<file path="src/rtl/cdb_arbiter.sv">
// cdb_arbiter: merges ALU and LSB result streams onto a single registered
// common data bus. Each source is buffered in a 2-entry FIFO; when both have
// a result waiting, the source that did not win the previous grant goes next.
//
// Handshake: a source offer is accepted on a rising edge exactly when its
// *_valid and *_ready are both high at that edge. *_ready depends only on the
// registered FIFO count plus rdy/rollback, so a full FIFO refuses an offer
// even on the edge where it pops. The CDB side has no backpressure:
// cdb_valid is a one-cycle pulse per broadcast result, except that it is held
// together with every other register while rdy is low.
module cdb_arbiter #(
  parameter int ROB_ID_W = 4,
  parameter int DATA_W   = 32
) (
  input  logic                clk,
  input  logic                rst,
  input  logic                rdy,
  input  logic                rollback,
  // ALU result offer
  input  logic                alu_valid,
  input  logic [ROB_ID_W-1:0] alu_alias,
  input  logic [DATA_W-1:0]   alu_result,
  input  logic                alu_jump_res,
  input  logic [DATA_W-1:0]   alu_jump_pc,
  output logic                alu_ready,
  // LSB result offer
  input  logic                lsb_valid,
  input  logic [ROB_ID_W-1:0] lsb_alias,
  input  logic [DATA_W-1:0]   lsb_result,
  output logic                lsb_ready,
  // Common data bus broadcast
  output logic                cdb_valid,
  output logic                cdb_src,
  output logic [ROB_ID_W-1:0] cdb_alias,
  output logic [DATA_W-1:0]   cdb_result,
  output logic                cdb_jump_res,
  output logic [DATA_W-1:0]   cdb_jump_pc
);

  localparam logic SRC_ALU = 1'b0;
  localparam logic SRC_LSB = 1'b1;

  // ---------------------------------------------------------------------------
  // ALU FIFO state
  // ---------------------------------------------------------------------------
  logic [1:0]                 alu_count_q,   alu_count_d;
  logic                       alu_rd_ptr_q,  alu_rd_ptr_d;
  logic                       alu_wr_ptr_q,  alu_wr_ptr_d;
  logic [1:0][ROB_ID_W-1:0]   alu_id_mem_q,  alu_id_mem_d;
  logic [1:0][DATA_W-1:0]     alu_res_mem_q, alu_res_mem_d;
  logic [1:0]                 alu_jr_mem_q,  alu_jr_mem_d;
  logic [1:0][DATA_W-1:0]     alu_pc_mem_q,  alu_pc_mem_d;

  // ---------------------------------------------------------------------------
  // LSB FIFO state
  // ---------------------------------------------------------------------------
  logic [1:0]                 lsb_count_q,   lsb_count_d;
  logic                       lsb_rd_ptr_q,  lsb_rd_ptr_d;
  logic                       lsb_wr_ptr_q,  lsb_wr_ptr_d;
  logic [1:0][ROB_ID_W-1:0]   lsb_id_mem_q,  lsb_id_mem_d;
  logic [1:0][DATA_W-1:0]     lsb_res_mem_q, lsb_res_mem_d;

  // ---------------------------------------------------------------------------
  // Arbitration and broadcast state
  // ---------------------------------------------------------------------------
  logic                       last_grant_q,  last_grant_d;
  logic                       cdb_valid_q,   cdb_valid_d;
  logic                       cdb_src_q,     cdb_src_d;
  logic [ROB_ID_W-1:0]        cdb_alias_q,   cdb_alias_d;
  logic [DATA_W-1:0]          cdb_result_q,  cdb_result_d;
  logic                       cdb_jump_res_q, cdb_jump_res_d;
  logic [DATA_W-1:0]          cdb_jump_pc_q, cdb_jump_pc_d;

  // ---------------------------------------------------------------------------
  // Combinational control
  // ---------------------------------------------------------------------------
  logic run;
  logic alu_nonempty;
  logic lsb_nonempty;
  logic alu_push;
  logic lsb_push;
  logic grant_any;
  logic grant_src;
  logic alu_pop;
  logic lsb_pop;

  // Readiness, grant selection and push/pop strobes from registered counts.
  always_comb begin
    run          = rdy && !rollback;
    alu_nonempty = (alu_count_q != 2'd0);
    lsb_nonempty = (lsb_count_q != 2'd0);

    // No same-cycle pop credit: a full FIFO stays not-ready.
    alu_ready = run && (alu_count_q < 2'd2);
    lsb_ready = run && (lsb_count_q < 2'd2);

    alu_push = alu_valid && alu_ready;
    lsb_push = lsb_valid && lsb_ready;

    // Both waiting: alternate away from the previous winner.
    grant_any = run && (alu_nonempty || lsb_nonempty);
    if (alu_nonempty && lsb_nonempty) begin
      grant_src = ~last_grant_q;
    end else if (lsb_nonempty) begin
      grant_src = SRC_LSB;
    end else begin
      grant_src = SRC_ALU;
    end

    alu_pop = grant_any && (grant_src == SRC_ALU);
    lsb_pop = grant_any && (grant_src == SRC_LSB);
  end

  // Next-state for both FIFOs: flush on rollback, hold when paused.
  always_comb begin
    alu_count_d   = alu_count_q;
    alu_rd_ptr_d  = alu_rd_ptr_q;
    alu_wr_ptr_d  = alu_wr_ptr_q;
    alu_id_mem_d  = alu_id_mem_q;
    alu_res_mem_d = alu_res_mem_q;
    alu_jr_mem_d  = alu_jr_mem_q;
    alu_pc_mem_d  = alu_pc_mem_q;
    lsb_count_d   = lsb_count_q;
    lsb_rd_ptr_d  = lsb_rd_ptr_q;
    lsb_wr_ptr_d  = lsb_wr_ptr_q;
    lsb_id_mem_d  = lsb_id_mem_q;
    lsb_res_mem_d = lsb_res_mem_q;

    if (rollback) begin
      alu_count_d  = 2'd0;
      alu_rd_ptr_d = 1'b0;
      alu_wr_ptr_d = 1'b0;
      lsb_count_d  = 2'd0;
      lsb_rd_ptr_d = 1'b0;
      lsb_wr_ptr_d = 1'b0;
    end else if (rdy) begin
      // Push and pop on the same edge cancel in the count; both pointers move.
      alu_count_d = alu_count_q + {1'b0, alu_push} - {1'b0, alu_pop};
      lsb_count_d = lsb_count_q + {1'b0, lsb_push} - {1'b0, lsb_pop};

      if (alu_push) begin
        alu_id_mem_d[alu_wr_ptr_q]  = alu_alias;
        alu_res_mem_d[alu_wr_ptr_q] = alu_result;
        alu_jr_mem_d[alu_wr_ptr_q]  = alu_jump_res;
        alu_pc_mem_d[alu_wr_ptr_q]  = alu_jump_pc;
        alu_wr_ptr_d                = alu_wr_ptr_q + 1'b1;
      end
      if (alu_pop) begin
        alu_rd_ptr_d = alu_rd_ptr_q + 1'b1;
      end

      if (lsb_push) begin
        lsb_id_mem_d[lsb_wr_ptr_q]  = lsb_alias;
        lsb_res_mem_d[lsb_wr_ptr_q] = lsb_result;
        lsb_wr_ptr_d                = lsb_wr_ptr_q + 1'b1;
      end
      if (lsb_pop) begin
        lsb_rd_ptr_d = lsb_rd_ptr_q + 1'b1;
      end
    end
  end

  // Next-state for the broadcast register and the fairness bit.
  always_comb begin
    last_grant_d   = last_grant_q;
    cdb_valid_d    = cdb_valid_q;
    cdb_src_d      = cdb_src_q;
    cdb_alias_d    = cdb_alias_q;
    cdb_result_d   = cdb_result_q;
    cdb_jump_res_d = cdb_jump_res_q;
    cdb_jump_pc_d  = cdb_jump_pc_q;

    if (rollback) begin
      // Payload fields keep their old values; only the strobe drops.
      cdb_valid_d  = 1'b0;
      last_grant_d = SRC_LSB;
    end else if (rdy) begin
      cdb_valid_d = grant_any;
      if (alu_pop) begin
        last_grant_d   = SRC_ALU;
        cdb_src_d      = SRC_ALU;
        cdb_alias_d    = alu_id_mem_q[alu_rd_ptr_q];
        cdb_result_d   = alu_res_mem_q[alu_rd_ptr_q];
        cdb_jump_res_d = alu_jr_mem_q[alu_rd_ptr_q];
        cdb_jump_pc_d  = alu_pc_mem_q[alu_rd_ptr_q];
      end else if (lsb_pop) begin
        last_grant_d   = SRC_LSB;
        cdb_src_d      = SRC_LSB;
        cdb_alias_d    = lsb_id_mem_q[lsb_rd_ptr_q];
        cdb_result_d   = lsb_res_mem_q[lsb_rd_ptr_q];
        cdb_jump_res_d = 1'b0;
        cdb_jump_pc_d  = '0;
      end
    end
  end

  // State registers with synchronous reset; reset discards everything buffered.
  always_ff @(posedge clk) begin
    if (rst) begin
      alu_count_q    <= 2'd0;
      alu_rd_ptr_q   <= 1'b0;
      alu_wr_ptr_q   <= 1'b0;
      alu_id_mem_q   <= '0;
      alu_res_mem_q  <= '0;
      alu_jr_mem_q   <= '0;
      alu_pc_mem_q   <= '0;
      lsb_count_q    <= 2'd0;
      lsb_rd_ptr_q   <= 1'b0;
      lsb_wr_ptr_q   <= 1'b0;
      lsb_id_mem_q   <= '0;
      lsb_res_mem_q  <= '0;
      last_grant_q   <= SRC_LSB;
      cdb_valid_q    <= 1'b0;
      cdb_src_q      <= 1'b0;
      cdb_alias_q    <= '0;
      cdb_result_q   <= '0;
      cdb_jump_res_q <= 1'b0;
      cdb_jump_pc_q  <= '0;
    end else begin
      alu_count_q    <= alu_count_d;
      alu_rd_ptr_q   <= alu_rd_ptr_d;
      alu_wr_ptr_q   <= alu_wr_ptr_d;
      alu_id_mem_q   <= alu_id_mem_d;
      alu_res_mem_q  <= alu_res_mem_d;
      alu_jr_mem_q   <= alu_jr_mem_d;
      alu_pc_mem_q   <= alu_pc_mem_d;
      lsb_count_q    <= lsb_count_d;
      lsb_rd_ptr_q   <= lsb_rd_ptr_d;
      lsb_wr_ptr_q   <= lsb_wr_ptr_d;
      lsb_id_mem_q   <= lsb_id_mem_d;
      lsb_res_mem_q  <= lsb_res_mem_d;
      last_grant_q   <= last_grant_d;
      cdb_valid_q    <= cdb_valid_d;
      cdb_src_q      <= cdb_src_d;
      cdb_alias_q    <= cdb_alias_d;
      cdb_result_q   <= cdb_result_d;
      cdb_jump_res_q <= cdb_jump_res_d;
      cdb_jump_pc_q  <= cdb_jump_pc_d;
    end
  end

  // Registered broadcast outputs.
  always_comb begin
    cdb_valid    = cdb_valid_q;
    cdb_src      = cdb_src_q;
    cdb_alias    = cdb_alias_q;
    cdb_result   = cdb_result_q;
    cdb_jump_res = cdb_jump_res_q;
    cdb_jump_pc  = cdb_jump_pc_q;
  end

endmodule

</file>
<file path="config.mk">
export PLATFORM = sky130hd
export DESIGN_NAME = cdb_arbiter
export DESIGN_NICKNAME = d
export VERILOG_FILES = /design/src/rtl/cdb_arbiter.sv
export SDC_FILE = /design/constraint.sdc
export NUM_CORES = 1
export LEC_CHECK = 0
export ABC_AREA = 1
export BUFFER_PORTS_ARGS = -buffer_cell sky130_fd_sc_hd__buf_2
export CORE_ASPECT_RATIO = 1.4
export CORE_MARGIN = 2
export CORE_UTILIZATION = 50
export DETAILED_ROUTE_END_ITERATION = 6
export MAX_ROUTING_LAYER = met4
export PLACE_DENSITY = 0.74
export SLEW_MARGIN = 20
export SYNTH_ARGS = -nofsm -noshare
export SYNTH_HDL_FRONTEND = slang
export SYNTH_SLANG_ARGS = --single-unit
</file>
<file path="constraint.sdc">
create_clock -name clk -period 2 [get_ports clk]
set_input_delay 0.4 -clock clk [delete_from_list [all_inputs] [get_ports clk]]
set_output_delay 0.4 -clock clk [all_outputs]
set_load 0.05 [all_outputs]
</file>
Yosys cells after proc, flatten, opt, wreduce, memory -nomap -nowiden

Index checks and enable logic that the tools add are counted.

Add/subtract/negate cells: 8
$lt $le $gt $ge: 8
Mux-type cells: 40
Bitwise gates (word level): 3
Reductions and logical operators: 25

Operator list:

| kind                                                        | count |
|---|---|
| two-way mux 32 bit                                          | 12 |
| bitwise mux 64 bit                                          | 3 |
| demux 32 bit (select 1 bit)                                 | 2 |
| two-way mux 4 bit                                           | 8 |
| bitwise mux 8 bit                                           | 2 |
| logical AND 1 bit                                           | 11 |
| AND reduction 2 bit                                         | 5 |
| two-way mux 1 bit                                           | 9 |
| AND reduction 3 bit                                         | 3 |
| demux 4 bit (select 1 bit)                                  | 2 |
| less-than comparator 1 x 2 -> 1 bit (second input constant) | 4 |
| nonzero test 2 bit                                          | 3 |
| adder 1 bit (second input constant)                         | 4 |
| adder 2 x 1 -> 2 bit                                        | 2 |
| less-than comparator 2 bit (second input constant)          | 2 |
| subtractor 2 x 1 -> 2 bit                                   | 2 |
| inverter 1 bit                                              | 3 |
| bitwise mux 2 bit                                           | 1 |
| >= comparator 1 bit (second input constant)                 | 2 |
| OR reduction 2 bit                                          | 1 |
| demux 1 bit (select 1 bit)                                  | 1 |
| logical NOT 1 bit                                           | 1 |
| logical OR 1 bit                                            | 1 |

Register bits: 290
Input bits: 111
Output and inout bits: 73
Logic and storage cells: 108

Depth between registers and ports, before layout

Depth after elaboration: 7
Depth in mapped cells: 14

Worst setup path before layout

No wires, ideal clock.

Path type: input -> register
From: in rollback
To: reg lsb_count_q[1]
Library setup time: 122 ps
Data arrival time: 1903 ps
Data required time: 1878 ps
Slack: -25 ps
Stages: 11
Cell sequence: inv_1 nand2_2 nor2_4 nand2_2 ha_1 inv_1 ha_1 a21oi_1 o21ai_0 o21ai_0 a21oi_1

Longest elaborated chain between the ends: 6
Elaborated cells between the ends (all ways): 9
Classes of those cells: 2 x add/sub; 7 x reduce/logical

RTL lines:

| item                      | RTL line | text |
|---|---|---|
| start: declaration        | 18       | `input logic rollback,` |
| logical NOT 1 bit         | 89       | `run = rdy && !rollback;` |
| logical AND 1 bit         | 89       |  |
| logical AND 1 bit         | 95       | `lsb_ready = run && (lsb_count_q < 2'd2);` |
| net lsb_ready             | 30       | `output logic lsb_ready,` |
| logical AND 1 bit         | 98       | `lsb_push = lsb_valid && lsb_ready;` |
| adder 2 x 1 -> 2 bit      | 139      | `lsb_count_d = lsb_count_q + {1'b0, lsb_push} - {1'b0, lsb_pop};` |
| subtractor 2 x 1 -> 2 bit | 139      |  |
| end signal: assignment    | 227      | `lsb_count_q <= lsb_count_d;` |
| end: declaration          | 57       | `logic [1:0] lsb_count_q, lsb_count_d;` |

The timed path passes the listed nets, and every way through them passes these cells.
A chain may end at the register's enable or synchronous reset.

Final worst setup path

From: reg lsb_count_q[1]
To: reg alu_count_q[1]

Longest elaborated chain between the ends: 6
Elaborated cells between the ends (all ways): 9
Classes of those cells: 1 x add/sub; 2 x mux; 1 x bitwise; 5 x reduce/logical

RTL lines:

| item                                                          | RTL line | text |
|---|---|---|
| nonzero test 2 bit *                                          | 91       | `lsb_nonempty = (lsb_count_q != 2'd0);` |
| two-way mux 1 bit / logical AND 1 bit (equally long branches) | 104, 102 |  |
| two-way mux 1 bit                                             | 102      | `if (alu_nonempty && lsb_nonempty) begin` |
| inverter 1 bit                                                | 110      | `alu_pop = grant_any && (grant_src == SRC_ALU);` |
| logical AND 1 bit *                                           | 110      |  |
| subtractor 2 x 1 -> 2 bit *                                   | 138      | `alu_count_d = alu_count_q + {1'b0, alu_push} - {1'b0, alu_pop};` |
| end signal: assignment                                        | 220      | `alu_count_q <= alu_count_d;` |
| end: declaration                                              | 46       | `logic [1:0] alu_count_q, alu_count_d;` |

Every way passes the cells marked *; elsewhere a longest branch is shown, timed or not.

==> results by group <==
CTS
  • Clock buffer depth: 3
  • Root Buffer: clkbuf_16
  • Reg clk slew, reported paths: 0.07 ns
  • Cts repair resizes: 0
  • Post-CTS Hold Fix Bufs: 0
  • TritonCTS Buffers: 29
  • CTS tree: done
  • Clock sinks: 290
  • Clock insertion delay at the later pin of the skew report: 0.54 ns
  • Postcts setup bufs: 0
  • H-tree depth: 1

Floorplanning
  • Die H: 188.4 µm
  • Core box area: roughly 24000 µm²
  • Die width: 135.7 µm
  • DIE AREA: approximately 26000 µm²
  • Std-Cell Rows: between 60 and 70
  • Initial Utilization: 0.5085
  • I/O pin count: 184

Power and ir drop
  • Power, Total: 12.16 mW
  • Max VDD drop: 0.7486 mV
  • Reg power frac: 0.486
  • Switching part of the total: 0.2325
  • Power Density: 849.6 nW/µm²
  • Logic gate share of total power: 0.062
  • Leakage: about 6.7 nW
  • Cell Int Power: 9.332 mW
  • Clk pwr share: 0.452
  • NetSw: 2.826 mW

Worst setup path
  • Setup crit start kind: flop
  • R2R Setup Slk: 0.12 ns
  • Crit Path Max Fanout: 3
  • RR Endpoint: alu_count_q[1]
  • Reg2Reg Depth: 12
  • Req. time, crit path: 2.42 ns
  • WP data arrival: 2.30 ns
  • CP Capture Type: flop
  • RR Startpoint: lsb_count_q[1]
  • Setup CP Type: flop to flop

Synth
  • Synth top cells by count: 571 x nand2_1, 290 x dfxtp_1, 218 x nor2_1
  • Seq/Total Area, Yosys: 0.4779
  • Most common cell in the netlist: nand2_1
  • Post-synth top area share: 0.4779
  • Ys Warns: 0
  • Post-Syn Instances: 1753
  • Cell Area, Synth: 12150 µm²
  • Syn_area_per_cell: a little under 7 µm²
  • Mapped Nets: 1868
  • Area contributors post-synth: dfxtp_1 48%, nand2_1 18%, nand3_1 8.7%
  • Yosys reg bits: 290
  • Post-synth top area cell: dfxtp_1
  • Post-synth EDFFs: 0
  • Main synth FF type: dfxtp_1
  • Ys async rst share: 0
  • Library cells used by synthesis: 23

Drt
  • Via/cell ratio: 5.290
  • Total number of vias: 11.70k
  • Remaining antenna violation count: 0
  • Drt total wl: 34640 µm
  • Drt initial violations: 967
  • Drt pass-1 iters: 5
  • Drt drc: 0
  • Wire per inst: about 16 µm

Cells and area
  • Sequential cell area: 5809 µm²
  • Finished Core Util: 0.5990
  • Share of cells above drive strength 1: 0.1530
  • Footprint of the multi-input gates: 5533 µm²
  • Final net count: 1989
  • P&R area growth vs syn: 17.80%
  • Fin area: roughly 14000 µm²
  • Post-route non-filler standard cell count: 2211
  • Fill cells: between 2k and 2.5k

Timing
  • Rel. slew slack: 0.5678
  • Final Cycle Share: 0.9397
  • Highest clock rate: 532.1 MHz
  • Worst hold slack: 0.09923 ns
  • Crit path time final: ~1.9 ns
  • Setup ws final: 0.1205 ns
  • Hold Fails Final Rpt: 0
  • Final setup vio count: 0
  • Clock Skew: 0.01146 ns
  • Final TNS setup: 0 ns
  • Slew @ Worst Pin: 0.6483 ns
  • Final Max Slew Viols: 0

Global route
  • Vias in the first global route: 11.20k
  • First-pass GRT wire length: between 50000 and 60000 µm
  • Initial antenna violation count: 5
  • GRT Total Usage: 0.2749
  • Pin count of the biggest net entering global routing: roughly 120
  • Grt ovf: 0

Hold path
  • Hold Crit Class: input pin to flop
  • Start point of the worst hold path: alu_result[15]
  • Hold path cells: 3
  • WHS Endpoint: alu_res_mem_q[47]

Place
  • DP Area: 13330 µm²
  • Placer Congestion: ~0.85
  • DP HPWL: 20990 µm
  • Port bufs: ~180
  • Pre-CTS setup slack: 0.05885 ns
  • Inst Count DP: 2153

Run status
  • Status: complete, no violations

Job
  • Max-Cap Viols: 0
## routing by layer
metal,track usage,vias up,wire length [µm]
li1,-,5850,-
met2,0.4637,378,16720
met4,0.09896,0,1043
met1,0.3310,5400,14600
met3,0.04278,68,2284
met5,-,-,0
## state kept, by name, summed over array words and instances (netlist names)
register,count
alu_count_q,2
alu_id_mem_q,8
alu_jr_mem_q,2
alu_pc_mem_q,64
alu_rd_ptr_q,1
alu_res_mem_q,64
alu_wr_ptr_q,1
cdb_alias,4
cdb_jump_pc,32
cdb_jump_res,1
cdb_result,32
cdb_src,1
cdb_valid,1
last_grant_q,1
lsb_count_q,2
lsb_id_mem_q,8
lsb_rd_ptr_q,1
lsb_res_mem_q,64
lsb_wr_ptr_q,1
## worst max-delay path, stage by stage, from the launching register on
cell	delay (ns)
dfxtp_2	0.34
nor2_1	0.15
buf_4	0.17
a21oi_4	0.06
nand2_1	0.09
inv_2	0.04
ha_1	0.26
inv_1	0.04
ha_1	0.19
a21oi_1	0.16
o21ai_1	0.10
o21ai_1	0.13
a21oi_1	0.05
## power groups by stage
stage	Clock (mW)	Combinational, mW	Sequential [mW]
after floorplan	0	0.404	6.05
after global placement	0	0.735	6.04
after detailed placement	0	0.742	6.04
after CTS	5.55	0.746	5.91
after global routing	5.80	0.819	5.92
final	5.50	0.751	5.91
## worst max path at each step
stage	from	endpoint	slack [ns]	depth (start not counted)
floorplan	rollback	lsb_count_q[1]	0.01	11
global placement	rollback	lsb_count_q[1]	0.08	12
detailed placement	rollback	alu_count_q[1]	0.06	12
CTS	alu_count_q[1]	alu_count_q[1]	0.05	13
global route	alu_count_q[0]	alu_count_q[1]	-0.004	13
finish	lsb_count_q[1]	alu_count_q[1]	0.12	12
## cell type report
type / instances / area share
diodes: 5 / 0.0008744
clock buffers: 43 / 0.05998
clock inverters: 10 / 0.007607
inverters: 55 / 0.01478
multi-input cells: 1279 / 0.3866
flip-flops and latches: 290 / 0.4060
well taps: 310 / 0.02710
repair buffers: 219 / 0.09705
## layout by cell type (no fill, tap or decap), drive strengths merged
cell	instances
buf	219
bufinv	2
o21ai	113
nand3	211
nand2	577
nor2	222
ha	4
a21oi	151
clkinv	6
a211oi	1
diode	5
inv	55
clkbuf	43
clkinvlp	2
dfxtp	290
## cells by family after synthesis
group	count (synthesis)	share of synthesized area
AO/OA/AOI/OAI	265	0.1109
adder cells (fa/ha/maj)	4	0.004120
flip-flops	290	0.4779
AND/OR/NAND/NOR	1010	0.3383
buffers and inverters	184	0.06870
Power figures use the tool's default switching activity.
